--- src/rtl/gmii_tx_sequencer_pkg.sv ---
// Shared definitions for the GMII transmit sequencer.
// Holds the FSM state encoding, the fixed GMII byte values and the widths
// of the internal counters.
package gmii_tx_sequencer_pkg;

    typedef enum logic [2:0] {
        ST_IDLE,
        ST_PREAMBLE,
        ST_SFD,
        ST_DATA,
        ST_PAD,
        ST_ABORT,
        ST_DISCARD,
        ST_IPG
    } state_t;

    localparam logic [7:0] PREAMBLE_BYTE = 8'h55;
    localparam logic [7:0] SFD_BYTE      = 8'hD5;
    localparam logic [7:0] PAD_BYTE      = 8'h00;

    // Width of the interval down-counter (preamble, pad and gap lengths)
    localparam int GAP_W  = 8;
    // Width of the per-frame byte counter (saturates at 2047)
    localparam int BCNT_W = 11;

endpackage

--- src/rtl/gmii_tx_sequencer_if.sv ---
// Source byte-stream interface feeding the GMII transmit sequencer.
//   in_valid : source byte valid
//   in_data  : source byte
//   in_last  : final byte of a frame (qualified by in_valid)
//   in_ready : sequencer consumes in_data when in_valid & in_ready
// master = byte source, slave = sequencer.
interface gmii_tx_sequencer_if;
    logic       in_valid;
    logic [7:0] in_data;
    logic       in_last;
    logic       in_ready;

    modport master (output in_valid, output in_data, output in_last, input in_ready);
    modport slave  (input in_valid, input in_data, input in_last, output in_ready);
endinterface

--- src/rtl/gmii_tx_sequencer_gap_counter.sv ---
// tx_gap_counter: loadable down-counter used to time the preamble, pad and
// inter-packet-gap intervals.
//   clk    : clock
//   rst    : synchronous active-high reset
//   load   : load 'value' (has priority over enable)
//   value  : count to load
//   enable : decrement while nonzero
//   zero   : count is zero
module tx_gap_counter
    import gmii_tx_sequencer_pkg::*;
#(
    parameter int W = GAP_W
) (
    input  logic         clk,
    input  logic         rst,
    input  logic         load,
    input  logic [W-1:0] value,
    input  logic         enable,
    output logic         zero
);

    logic [W-1:0] count;

    always_ff @(posedge clk) begin
        if (rst) begin
            count <= '0;
        end else if (load) begin
            count <= value;
        end else if (enable && (count != '0)) begin
            count <= count - W'(1);
        end
    end

    assign zero = (count == '0);

endmodule

--- src/rtl/gmii_tx_sequencer.sv ---
// gmii_tx_sequencer: MAC-side transmit controller driving the PCS over GMII.
// Takes frames from a valid/ready byte stream, prepends preamble and SFD,
// pads short frames, enforces the inter-packet gap and aborts on underrun.
//   GTX_CLK       : transmit clock
//   mr_main_reset : synchronous active-high reset
//   xmit          : PCS in DATA mode (new frames may start)
//   src           : source byte stream (slave side)
//   TX_EN/TXD/TX_ER : registered GMII transmit outputs
//   busy          : state is not IDLE
//   frames_sent   : completed frames, wrapping
//   aborts        : aborted frames, saturating
//
// The output registers load from the current state, so what a state decides
// appears on GMII one cycle later. The start decision in IDLE already emits
// the first preamble byte, which lets DATA be entered while the SFD is on the
// wire and the first data byte follow the SFD without a bubble.
module gmii_tx_sequencer
    import gmii_tx_sequencer_pkg::*;
#(
    parameter int PREAMBLE_LEN = 7,
    parameter int IPG_LEN      = 12,
    parameter int PAD_MIN      = 60
) (
    input  logic                 GTX_CLK,
    input  logic                 mr_main_reset,
    input  logic                 xmit,
    gmii_tx_sequencer_if.slave   src,
    output logic                 TX_EN,
    output logic [7:0]           TXD,
    output logic                 TX_ER,
    output logic                 busy,
    output logic [15:0]          frames_sent,
    output logic [7:0]           aborts
);

    localparam logic [BCNT_W-1:0] PAD_MIN_C = BCNT_W'(PAD_MIN);
    // One preamble byte is emitted by the IDLE start decision
    localparam logic [GAP_W-1:0]  PRE_LOAD  = GAP_W'(PREAMBLE_LEN - 2);
    localparam logic [GAP_W-1:0]  IPG_LOAD  = GAP_W'(IPG_LEN - 1);
    // The ABORT cycle already counts as the first idle cycle
    localparam logic [GAP_W-1:0]  DISC_LOAD = GAP_W'(IPG_LEN - 2);

    function automatic logic [BCNT_W-1:0] sat_inc_bcnt(input logic [BCNT_W-1:0] v);
        return (&v) ? v : v + BCNT_W'(1);
    endfunction

    function automatic logic [7:0] sat_inc_abort(input logic [7:0] v);
        return (&v) ? v : v + 8'd1;
    endfunction

    state_t             state, next_state;
    logic [BCNT_W-1:0]  byte_cnt, byte_cnt_inc;
    logic               gap_load, gap_en, gap_zero;
    logic [GAP_W-1:0]   gap_value;
    logic               tx_en_d, tx_er_d;
    logic [7:0]         txd_d;
    logic               frame_done, frame_abort, frame_start, byte_take;

    tx_gap_counter #(.W(GAP_W)) u_gap (
        .clk    (GTX_CLK),
        .rst    (mr_main_reset),
        .load   (gap_load),
        .value  (gap_value),
        .enable (gap_en),
        .zero   (gap_zero)
    );

    assign byte_cnt_inc = sat_inc_bcnt(byte_cnt);
    assign src.in_ready = (state == ST_DATA) || (state == ST_DISCARD);
    assign busy         = (state != ST_IDLE);

    always_comb begin
        next_state  = state;
        gap_load    = 1'b0;
        gap_value   = '0;
        gap_en      = 1'b0;
        tx_en_d     = 1'b0;
        tx_er_d     = 1'b0;
        txd_d       = PAD_BYTE;
        frame_done  = 1'b0;
        frame_abort = 1'b0;
        frame_start = 1'b0;
        byte_take   = 1'b0;
        case (state)
            ST_IDLE: begin
                if (xmit && src.in_valid) begin
                    next_state  = ST_PREAMBLE;
                    frame_start = 1'b1;
                    gap_load    = 1'b1;
                    gap_value   = PRE_LOAD;
                    tx_en_d     = 1'b1;
                    txd_d       = PREAMBLE_BYTE;
                end
            end
            ST_PREAMBLE: begin
                tx_en_d = 1'b1;
                txd_d   = PREAMBLE_BYTE;
                gap_en  = 1'b1;
                if (gap_zero) next_state = ST_SFD;
            end
            ST_SFD: begin
                tx_en_d    = 1'b1;
                txd_d      = SFD_BYTE;
                next_state = ST_DATA;
            end
            ST_DATA: begin
                tx_en_d = 1'b1;
                if (src.in_valid) begin
                    txd_d     = src.in_data;
                    byte_take = 1'b1;
                    if (src.in_last) begin
                        gap_load = 1'b1;
                        if (byte_cnt_inc < PAD_MIN_C) begin
                            next_state = ST_PAD;
                            gap_value  = GAP_W'(PAD_MIN_C - byte_cnt_inc - BCNT_W'(1));
                        end else begin
                            next_state = ST_IPG;
                            gap_value  = IPG_LOAD;
                            frame_done = 1'b1;
                        end
                    end
                end else begin
                    // Underrun: the abort marker goes out while ABORT is current
                    tx_er_d     = 1'b1;
                    next_state  = ST_ABORT;
                    frame_abort = 1'b1;
                end
            end
            ST_PAD: begin
                tx_en_d = 1'b1;
                gap_en  = 1'b1;
                if (gap_zero) begin
                    next_state = ST_IPG;
                    gap_load   = 1'b1;
                    gap_value  = IPG_LOAD;
                    frame_done = 1'b1;
                end
            end
            ST_ABORT: begin
                next_state = ST_DISCARD;
                gap_load   = 1'b1;
                gap_value  = DISC_LOAD;
            end
            ST_DISCARD: begin
                // Gap keeps running while the rest of the frame is dropped
                gap_en = 1'b1;
                if (src.in_valid && src.in_last) begin
                    next_state = gap_zero ? ST_IDLE : ST_IPG;
                end
            end
            ST_IPG: begin
                gap_en = 1'b1;
                if (gap_zero) next_state = ST_IDLE;
            end
            default: next_state = ST_IDLE;
        endcase
    end

    always_ff @(posedge GTX_CLK) begin
        if (mr_main_reset) begin
            state       <= ST_IDLE;
            TX_EN       <= 1'b0;
            TX_ER       <= 1'b0;
            TXD         <= 8'h00;
            byte_cnt    <= '0;
            frames_sent <= 16'd0;
            aborts      <= 8'd0;
        end else begin
            state <= next_state;
            TX_EN <= tx_en_d;
            TX_ER <= tx_er_d;
            TXD   <= txd_d;
            if (frame_start) begin
                byte_cnt <= '0;
            end else if (byte_take) begin
                byte_cnt <= byte_cnt_inc;
            end
            if (frame_done)  frames_sent <= frames_sent + 16'd1;
            if (frame_abort) aborts      <= sat_inc_abort(aborts);
        end
    end

endmodule

--- src/flat_wrapper.sv ---
// flat-port wrapper written by rule: the top's interface ports become plain ports
module gmii_tx_sequencer_flat import gmii_tx_sequencer_pkg::*;
#(
    parameter int PREAMBLE_LEN = 7,
    parameter int IPG_LEN      = 12,
    parameter int PAD_MIN      = 60
)
  (GTX_CLK, mr_main_reset, xmit, TX_EN, TXD, TX_ER, busy, frames_sent, aborts, src_in_valid, src_in_data, src_in_last, src_in_ready);
  gmii_tx_sequencer_if src_i ();
  input  logic GTX_CLK;
  input  logic mr_main_reset;
  input  logic xmit;
  output logic TX_EN;
  output logic [7:0] TXD;
  output logic TX_ER;
  output logic busy;
  output logic [15:0] frames_sent;
  output logic [7:0] aborts;
  input wire logic [$bits(src_i.in_valid)-1:0] src_in_valid;
  input wire logic [$bits(src_i.in_data)-1:0] src_in_data;
  input wire logic [$bits(src_i.in_last)-1:0] src_in_last;
  output wire logic [$bits(src_i.in_ready)-1:0] src_in_ready;
  assign src_i.in_valid = src_in_valid;
  assign src_i.in_data = src_in_data;
  assign src_i.in_last = src_in_last;
  assign src_in_ready = src_i.in_ready;
  gmii_tx_sequencer #(.PREAMBLE_LEN(PREAMBLE_LEN), .IPG_LEN(IPG_LEN), .PAD_MIN(PAD_MIN)) u_core (.GTX_CLK(GTX_CLK), .mr_main_reset(mr_main_reset), .xmit(xmit), .src(src_i), .TX_EN(TX_EN), .TXD(TXD), .TX_ER(TX_ER), .busy(busy), .frames_sent(frames_sent), .aborts(aborts));
endmodule
--- config.mk ---
export PLATFORM = sky130hd
export DESIGN_NAME = gmii_tx_sequencer_flat
export DESIGN_NICKNAME = d
export VERILOG_FILES = /design/src/rtl/gmii_tx_sequencer_pkg.sv /design/src/rtl/gmii_tx_sequencer_if.sv /design/src/rtl/gmii_tx_sequencer_gap_counter.sv /design/src/rtl/gmii_tx_sequencer.sv /design/src/flat_wrapper.sv
export SDC_FILE = /design/constraint.sdc
export NUM_CORES = 1
export LEC_CHECK = 0
export CAP_MARGIN = 20
export CORE_MARGIN = 10
export CORE_UTILIZATION = 50
export CTS_BUF_LIST = sky130_fd_sc_hd__clkbuf_16
export CTS_CLUSTER_SIZE = 40
export DETAILED_ROUTE_END_ITERATION = 10
export GPL_TIMING_DRIVEN = 0
export PLACE_DENSITY = 0.86
export SYNTH_ARGS = -nofsm -noshare
export SYNTH_HDL_FRONTEND = slang
export SYNTH_SLANG_ARGS = --single-unit
--- constraint.sdc ---
create_clock -name GTX_CLK -period 3.5 [get_ports GTX_CLK]
set_clock_uncertainty 0.1 [all_clocks]
set_input_delay 0.7 -clock GTX_CLK [delete_from_list [all_inputs] [get_ports GTX_CLK]]
set_output_delay 0.7 -clock GTX_CLK [all_outputs]
set_load 0.02 [all_outputs]
Word level (Yosys, flattened, before mapping)

Index checks and enable logic that the tools add are counted.

Shift operators: 0
$mul: 0
Mux-type cells: 38
Order comparisons: 1
Divide/modulo/power cells: 0
Reduce and logical (&&, ||, !) cells: 16
Add/subtract/negate cells: 6
Equality and inequality tests: 13
Bitwise gates (word level): 1

Operators with widths:

| cell                                                | number |
|---|---|
| case mux 8 bit (4 select lines)                     | 2 |
| two-way mux 8 bit                                   | 6 |
| two-way mux 3 bit                                   | 9 |
| case mux 3 bit (8 select lines)                     | 1 |
| adder 16 x 1 -> 16 bit, second input constant       | 1 |
| subtractor 8 x 1 -> 8 bit, second input constant    | 2 |
| two-way mux 1 bit                                   | 13 |
| == test 3 bit, second input constant                | 4 |
| adder 11 x 1 -> 11 bit, second input constant       | 1 |
| < comparator 11 x 6 -> 1 bit, second input constant | 1 |
| two-way mux 11 bit                                  | 1 |
| AND reduction 11 bit                                | 1 |
| adder 8 x 1 -> 8 bit, second input constant         | 1 |
| logical NOT 8 bit                                   | 1 |
| != test 2 x 1 -> 1 bit, second input constant       | 4 |
| AND reduction 8 bit                                 | 1 |
| nonzero test 8 bit                                  | 1 |
| OR reduction 4 bit                                  | 2 |
| subtractor 6 x 8 -> 8 bit, first input constant     | 1 |
| two-way mux 7 bit                                   | 1 |
| == test 3 x 2 -> 1 bit, second input constant       | 2 |
| AND reduction 6 bit                                 | 1 |
| two-way mux 4 bit                                   | 1 |
| case mux 1 bit (2 select lines)                     | 2 |
| other kinds (13)                                    | 15 |

Memories: 0
Register bits after elaboration: 56
Latch bits: 0
RAM bits: 0
Bits in read-only memories: 0
Logic and storage cells: 83

Depth between registers and ports, before layout

Depth in word-level cells: 9
Gate-level depth with buffers: 11
Gate-level depth less buffers: 9

Cells and area by module

From an unflattened synthesis, not the netlist that was laid out.

Cells, all modules: 387
Area total of the unflattened synthesis: 3190.6 um^2

Modules (own cells, without submodules):

| module            | area an instance (um^2) | sequential area each (um^2) | cells each | times used |
|---|---|---|---|---|
| gmii_tx_sequencer | 2675.1                  | 960.9                       | 328        | 1 |
| tx_gap_counter    | 515.5                   | 160.2                       | 59         | 1 |

Least setup slack after synthesis

Ideal clock, no wire load.

Path type: reg-to-reg
Start: reg u_core.byte_cnt[1]
End: reg u_core.frames_sent[11]
Clock period less this slack: 2795 ps
Data arrival time: 2625 ps
Path slack: 705 ps
Library setup time: 70 ps
Cell stages (with the launch flop): 10
Cells stage by stage: dfxtp_1 ha_1 nand3_2 or4_1 o311a_2 o2111ai_4 a31oi_2 buf_6 or4_1 a21oi_1

Word-level cells in the longest chain between the ends: 7

Ends and longest elaborated chain:

| element                                                               | line                     | text |
|---|---|---|
| start: declaration                                                    | gmii_tx_sequencer.sv:52  | `logic [BCNT_W-1:0] byte_cnt, byte_cnt_inc;` |
| start signal: assignment                                              | gmii_tx_sequencer.sv:176 | `byte_cnt <= byte_cnt_inc;` |
| adder 11 x 1 -> 11 bit / AND reduction 11 bit (equally long branches) | gmii_tx_sequencer.sv:44  | `return (&v) ? v : v + BCNT_W'(1);` |
| two-way mux 11 bit *                                                  | gmii_tx_sequencer.sv:44  |  |
| < comparator 11 x 6 -> 1 bit *                                        | gmii_tx_sequencer.sv:113 | `if (byte_cnt_inc < PAD_MIN_C) begin` |
| two-way mux 1 bit *                                                   | gmii_tx_sequencer.sv:113 |  |
| two-way mux 1 bit *                                                   | gmii_tx_sequencer.sv:111 | `if (src.in_last) begin` |
| two-way mux 1 bit *                                                   | gmii_tx_sequencer.sv:108 | `if (src.in_valid) begin` |
| case mux 1 bit (2 select lines) *                                     | gmii_tx_sequencer.sv:84  | `case (state)` |
| end signal: assignment                                                | gmii_tx_sequencer.sv:178 | `if (frame_done) frames_sent <= frames_sent + 16'd1;` |
| end: declaration                                                      | gmii_tx_sequencer.sv:32  | `output logic [15:0] frames_sent,` |

Mark *: on every way between the ends. The rest lies on a longest branch, timed or not.
A chain may end at the register's enable or synchronous reset.

Worst setup path after layout

Start: reg u_core.byte_cnt[1]
End: reg u_core.frames_sent[1]

Same word-level chain as after synthesis.

==> results.sh <==
export IMPL_min_path_type="flop to flop"
export IMPL_nets=463
export IMPL_synthMuxAreaShare_pct=1.32
export IMPL_drv_cap=0
export IMPL_cp_end_kind="flop"
export IMPL_area_delta_synth_final_pct=24.8
export IMPL_final_util_pct=64.1
export IMPL_p_seq_share_pct=35.9
export IMPL_synth_fa_ha_area_share_pct=2.06
export IMPL_dr_pass1_iters=4
export IMPL_wl_per_cell_um=14.9
export IMPL_cpMostUsedCell="buf_2"
export IMPL_internal_power_mw=1.35
export IMPL_leakagePower_nw=1.31
export IMPL_startpoint_type="flop"
export IMPL_p_switching_uw=757
export IMPL_gp_congestion=0.916
export IMPL_setup_violations_final=0
export IMPL_clk_path_buf_depth=2
export IMPL_clkLatencyLatePin_ps=300
export IMPL_layout_common_cells="56 x dfxtp_1, 48 x clkdlybuf4s50_1, 46 x nor2_1, 42 x nand2_1, 35 x a21oi_1"
export IMPL_rsz0062_at_grt="false"
export IMPL_power_frac_clock_pct=27.7
export IMPL_avgViaCountPerCell=5.87
export IMPL_p_comb_share_pct=36.4
export IMPL_ctsHoldBuffers=0
export IMPL_die_w_um=98.0
export IMPL_clockRootBuffer="clkbuf_16"
export IMPL_postRouteAntennaNets=0
export IMPL_tns_ps=0
export IMPL_cp_max_fo=10
export IMPL_synth_compound_area_share_pct=20.0
export IMPL_finalHoldViolations=0
export IMPL_synthXorXnorAreaFrac_pct=5.76
export IMPL_path_class="flop to flop"
export IMPL_critical_path_max_stage_delay_ps=610
export IMPL_dpl_worst_slack_ps=190
export IMPL_fp_dieH_um=98.0
export IMPL_routed_wl_um=7780
export IMPL_clk_pin_slew_ps=80
export IMPL_slew_violations=0
export IMPL_final_common_cell="dfxtp_1"
export IMPL_antenna_cells=0
export IMPL_syn_nets=408
export IMPL_synthArstFlopShare_pct=0
export IMPL_tightest_slew_ps=682
export IMPL_worstPathArrival_ps=3270
export IMPL_tritoncts="yes"
export IMPL_grt_pass1_wl_um=12800
export IMPL_syn_inst=390
export IMPL_multi_input_area_um2=1780
export IMPL_dp_cells=513
export IMPL_synth_seq_cells=56
export IMPL_finalCriticalPeriod_ps=3190
export IMPL_io_pins=49
export IMPL_ys_types=55
export IMPL_start_util_pct=51.4
export IMPL_numCtsBuffers=5
export IMPL_seqCellArea_um2=1120
export IMPL_ys_flop_type="dfxtp_1"
export IMPL_status="finished, final reports clean"
export IMPL_cts_sinks=56
export IMPL_ys_warn_count=0
export IMPL_yosys_area_share_simple_pct=29.1
export IMPL_drive_above_1_share_pct=5.83
export IMPL_required_ps=3580
export IMPL_fin_ws_ps=311
export IMPL_grt_antenna_before_repair=0
export IMPL_drcViolationCount=0
export IMPL_synth_edf_count=0
export IMPL_ctsHtreeMaxLevel=2
export IMPL_relSlewSlack_pct=54.2
export IMPL_fin_crit_sh_pct=91.1
export IMPL_synth_area_um2=3040
export IMPL_worstPathCellList="ha_1, nand3_2, o41ai_2, o2111ai_4, a31oi_2, buf_2, buf_2, mux2i_1, nor2_1"
export IMPL_crit_slowest_cell="o41ai_2"
export IMPL_core_area_um2=5920
export IMPL_peakVddDrop_mv=0.342
export IMPL_yosysSeqAreaShare_pct=36.9
export IMPL_std_cell_rows=28
export IMPL_p_sw_share_pct=35.9
export IMPL_grt_start_max_net_pins=19
export IMPL_first_iter_violations=206
export IMPL_fillCellCount=503
export IMPL_track_usage_pct=15.3
export IMPL_final_instance_count_excl_fill=521
export IMPL_dp_hpwl_um=5650
export IMPL_grt_pass1_vias=2790
export IMPL_synth_top_family_by_area="simple AND/OR/NAND/NOR gates"
export IMPL_dieArea_um2=9600
export IMPL_synth_avg_cell_area_um2=7.80
export IMPL_io_buffer_count=48
export IMPL_pwr_density_cell_nw_per_um2=556
export IMPL_clock_fmax_ghz=0.314
export IMPL_vias=3058
export IMPL_grt_ovfl_total=0
export IMPL_hold_ws_ps=378
-- registers in the layout, summed over array words and instances (netlist names) --
register            flops
u_core.TX_EN            1
u_core.u_gap.count      8
u_core.frames_sent     16
u_core.byte_cnt        11
u_core.aborts           8
u_core.TXD              8
u_core.TX_ER            1
u_core.state            3
-- critical path: cells and delay by family, from the launching register on --
kind | cells | cell delay, ps
AOI/OAI and AO/OA | 3 | 1170
muxes | 1 | 210
buffers and inverters | 2 | 520
adders and majority gates | 1 | 320
DFF | 1 | 450
and+or+nand+nor | 2 | 290
-- cell families (layout without fill, tap and decap cells) --
logic type | count (synthesis) | in the layout
AOI/OAI and AO/OA | 97 | 97
xor gates and xnor gates | 20 | 20
adders and majority gates | 5 | 5
buffers and inverters | 34 | 90
DFF | 56 | 56
muxes | 4 | 4
and+or+nand+nor | 174 | 174
-- worst paths after layout --
| check | from | end | slack, ps | cells after the start |
|---|---|---|---|---|
| worst max register to register | u_core.byte_cnt[1] | u_core.frames_sent[1] | 310 | 9 |
| worst max-delay path | u_core.byte_cnt[1] | u_core.frames_sent[1] | 310 | 9 |
| worst min register to register | u_core.u_gap.count[0] | u_core.u_gap.count[0] | 380 | 2 |
| worst min-delay path | u_core.u_gap.count[0] | u_core.u_gap.count[0] | 380 | 2 |
-- repair_timing --
action / in CTS / in global routing
resized for setup: 0 / 1
setup endpoints to repair: 0 / 10
buffers inserted: 0 / 0
-- cell type report --
| cell class | count | share of cell area, % |
|---|---|---|
| plain buffers | 22 | 2.70 |
| clock buffers | 5 | 3.30 |
| clock inverters | 3 | 1.22 |
| inverters | 12 | 1.19 |
| multi-input cells | 300 | 46.9 |
| flip-flops and latches | 56 | 29.6 |
| well taps | 75 | 2.47 |
| repair buffers | 48 | 12.7 |
-- metal layers --
| metal | vias up | track usage, % | share of wire [%] |
|---|---|---|---|
| met5 | - | 0 | 0 |
| met4 | 0 | 5.15 | 1.2 |
| met3 | 8 | 5.00 | 7.1 |
| met2 | 97 | 26.2 | 49 |
| met1 | 1458 | 17.4 | 43 |
| li1 | 1495 | - | - |
-- through the flow --
stage | power, mW | instance area [um^2]
detailed placement | 1.52 | 3610
CTS | 2.10 | 3790
finish | 2.11 | 3790
floorplan | 1.30 | 3040
global placement | 1.50 | 3610
global route | 2.24 | 3790
-- Yosys cell counts, types with 2 or more instances --
library cell | instances | area, um^2
ha_1 | 5 | 62.6
o21ai_0 | 11 | 55.1
o31ai_1 | 4 | 30.0
a31oi_1 | 8 | 50.1
xnor2_1 | 9 | 78.8
a21oi_1 | 35 | 175
mux2i_1 | 4 | 40.0
a221o_1 | 2 | 20.0
o21ai_1 | 16 | 80.1
nand2b_1 | 4 | 25.0
nand2_1 | 42 | 158
a211oi_1 | 3 | 22.5
dfxtp_1 | 56 | 1120
inv_1 | 10 | 37.5
nand3_2 | 2 | 20.0
or2_1 | 2 | 12.5
nand3_1 | 15 | 75.1
nor3b_1 | 3 | 22.5
and3_1 | 11 | 68.8
nor2b_1 | 3 | 18.8
a311oi_1 | 3 | 26.3
xor2_1 | 11 | 96.3
buf_2 | 4 | 20.0
nand4_1 | 3 | 18.8
and2_1 | 5 | 31.3
or4_1 | 6 | 45.0
clkbuf_1 | 14 | 52.6
nor3_1 | 12 | 60.1
nor2_1 | 46 | 173
or3_1 | 15 | 93.8
buf_4 | 2 | 15.0
-- power by group through the flow --
| stage | clock (mW) | combinational, mW | sequential [mW] |
|---|---|---|---|
| 6_report | 0.584 | 0.767 | 0.758 |
| 3_3_place_gp | 0 | 0.728 | 0.769 |
| 3_5_place_dp | 0 | 0.750 | 0.771 |
| 4_1_cts | 0.585 | 0.760 | 0.757 |
| 5_1_grt | 0.612 | 0.864 | 0.766 |
| 2_1_floorplan | 0 | 0.504 | 0.798 |
Note: power is estimated with default switching activity, not from simulation.
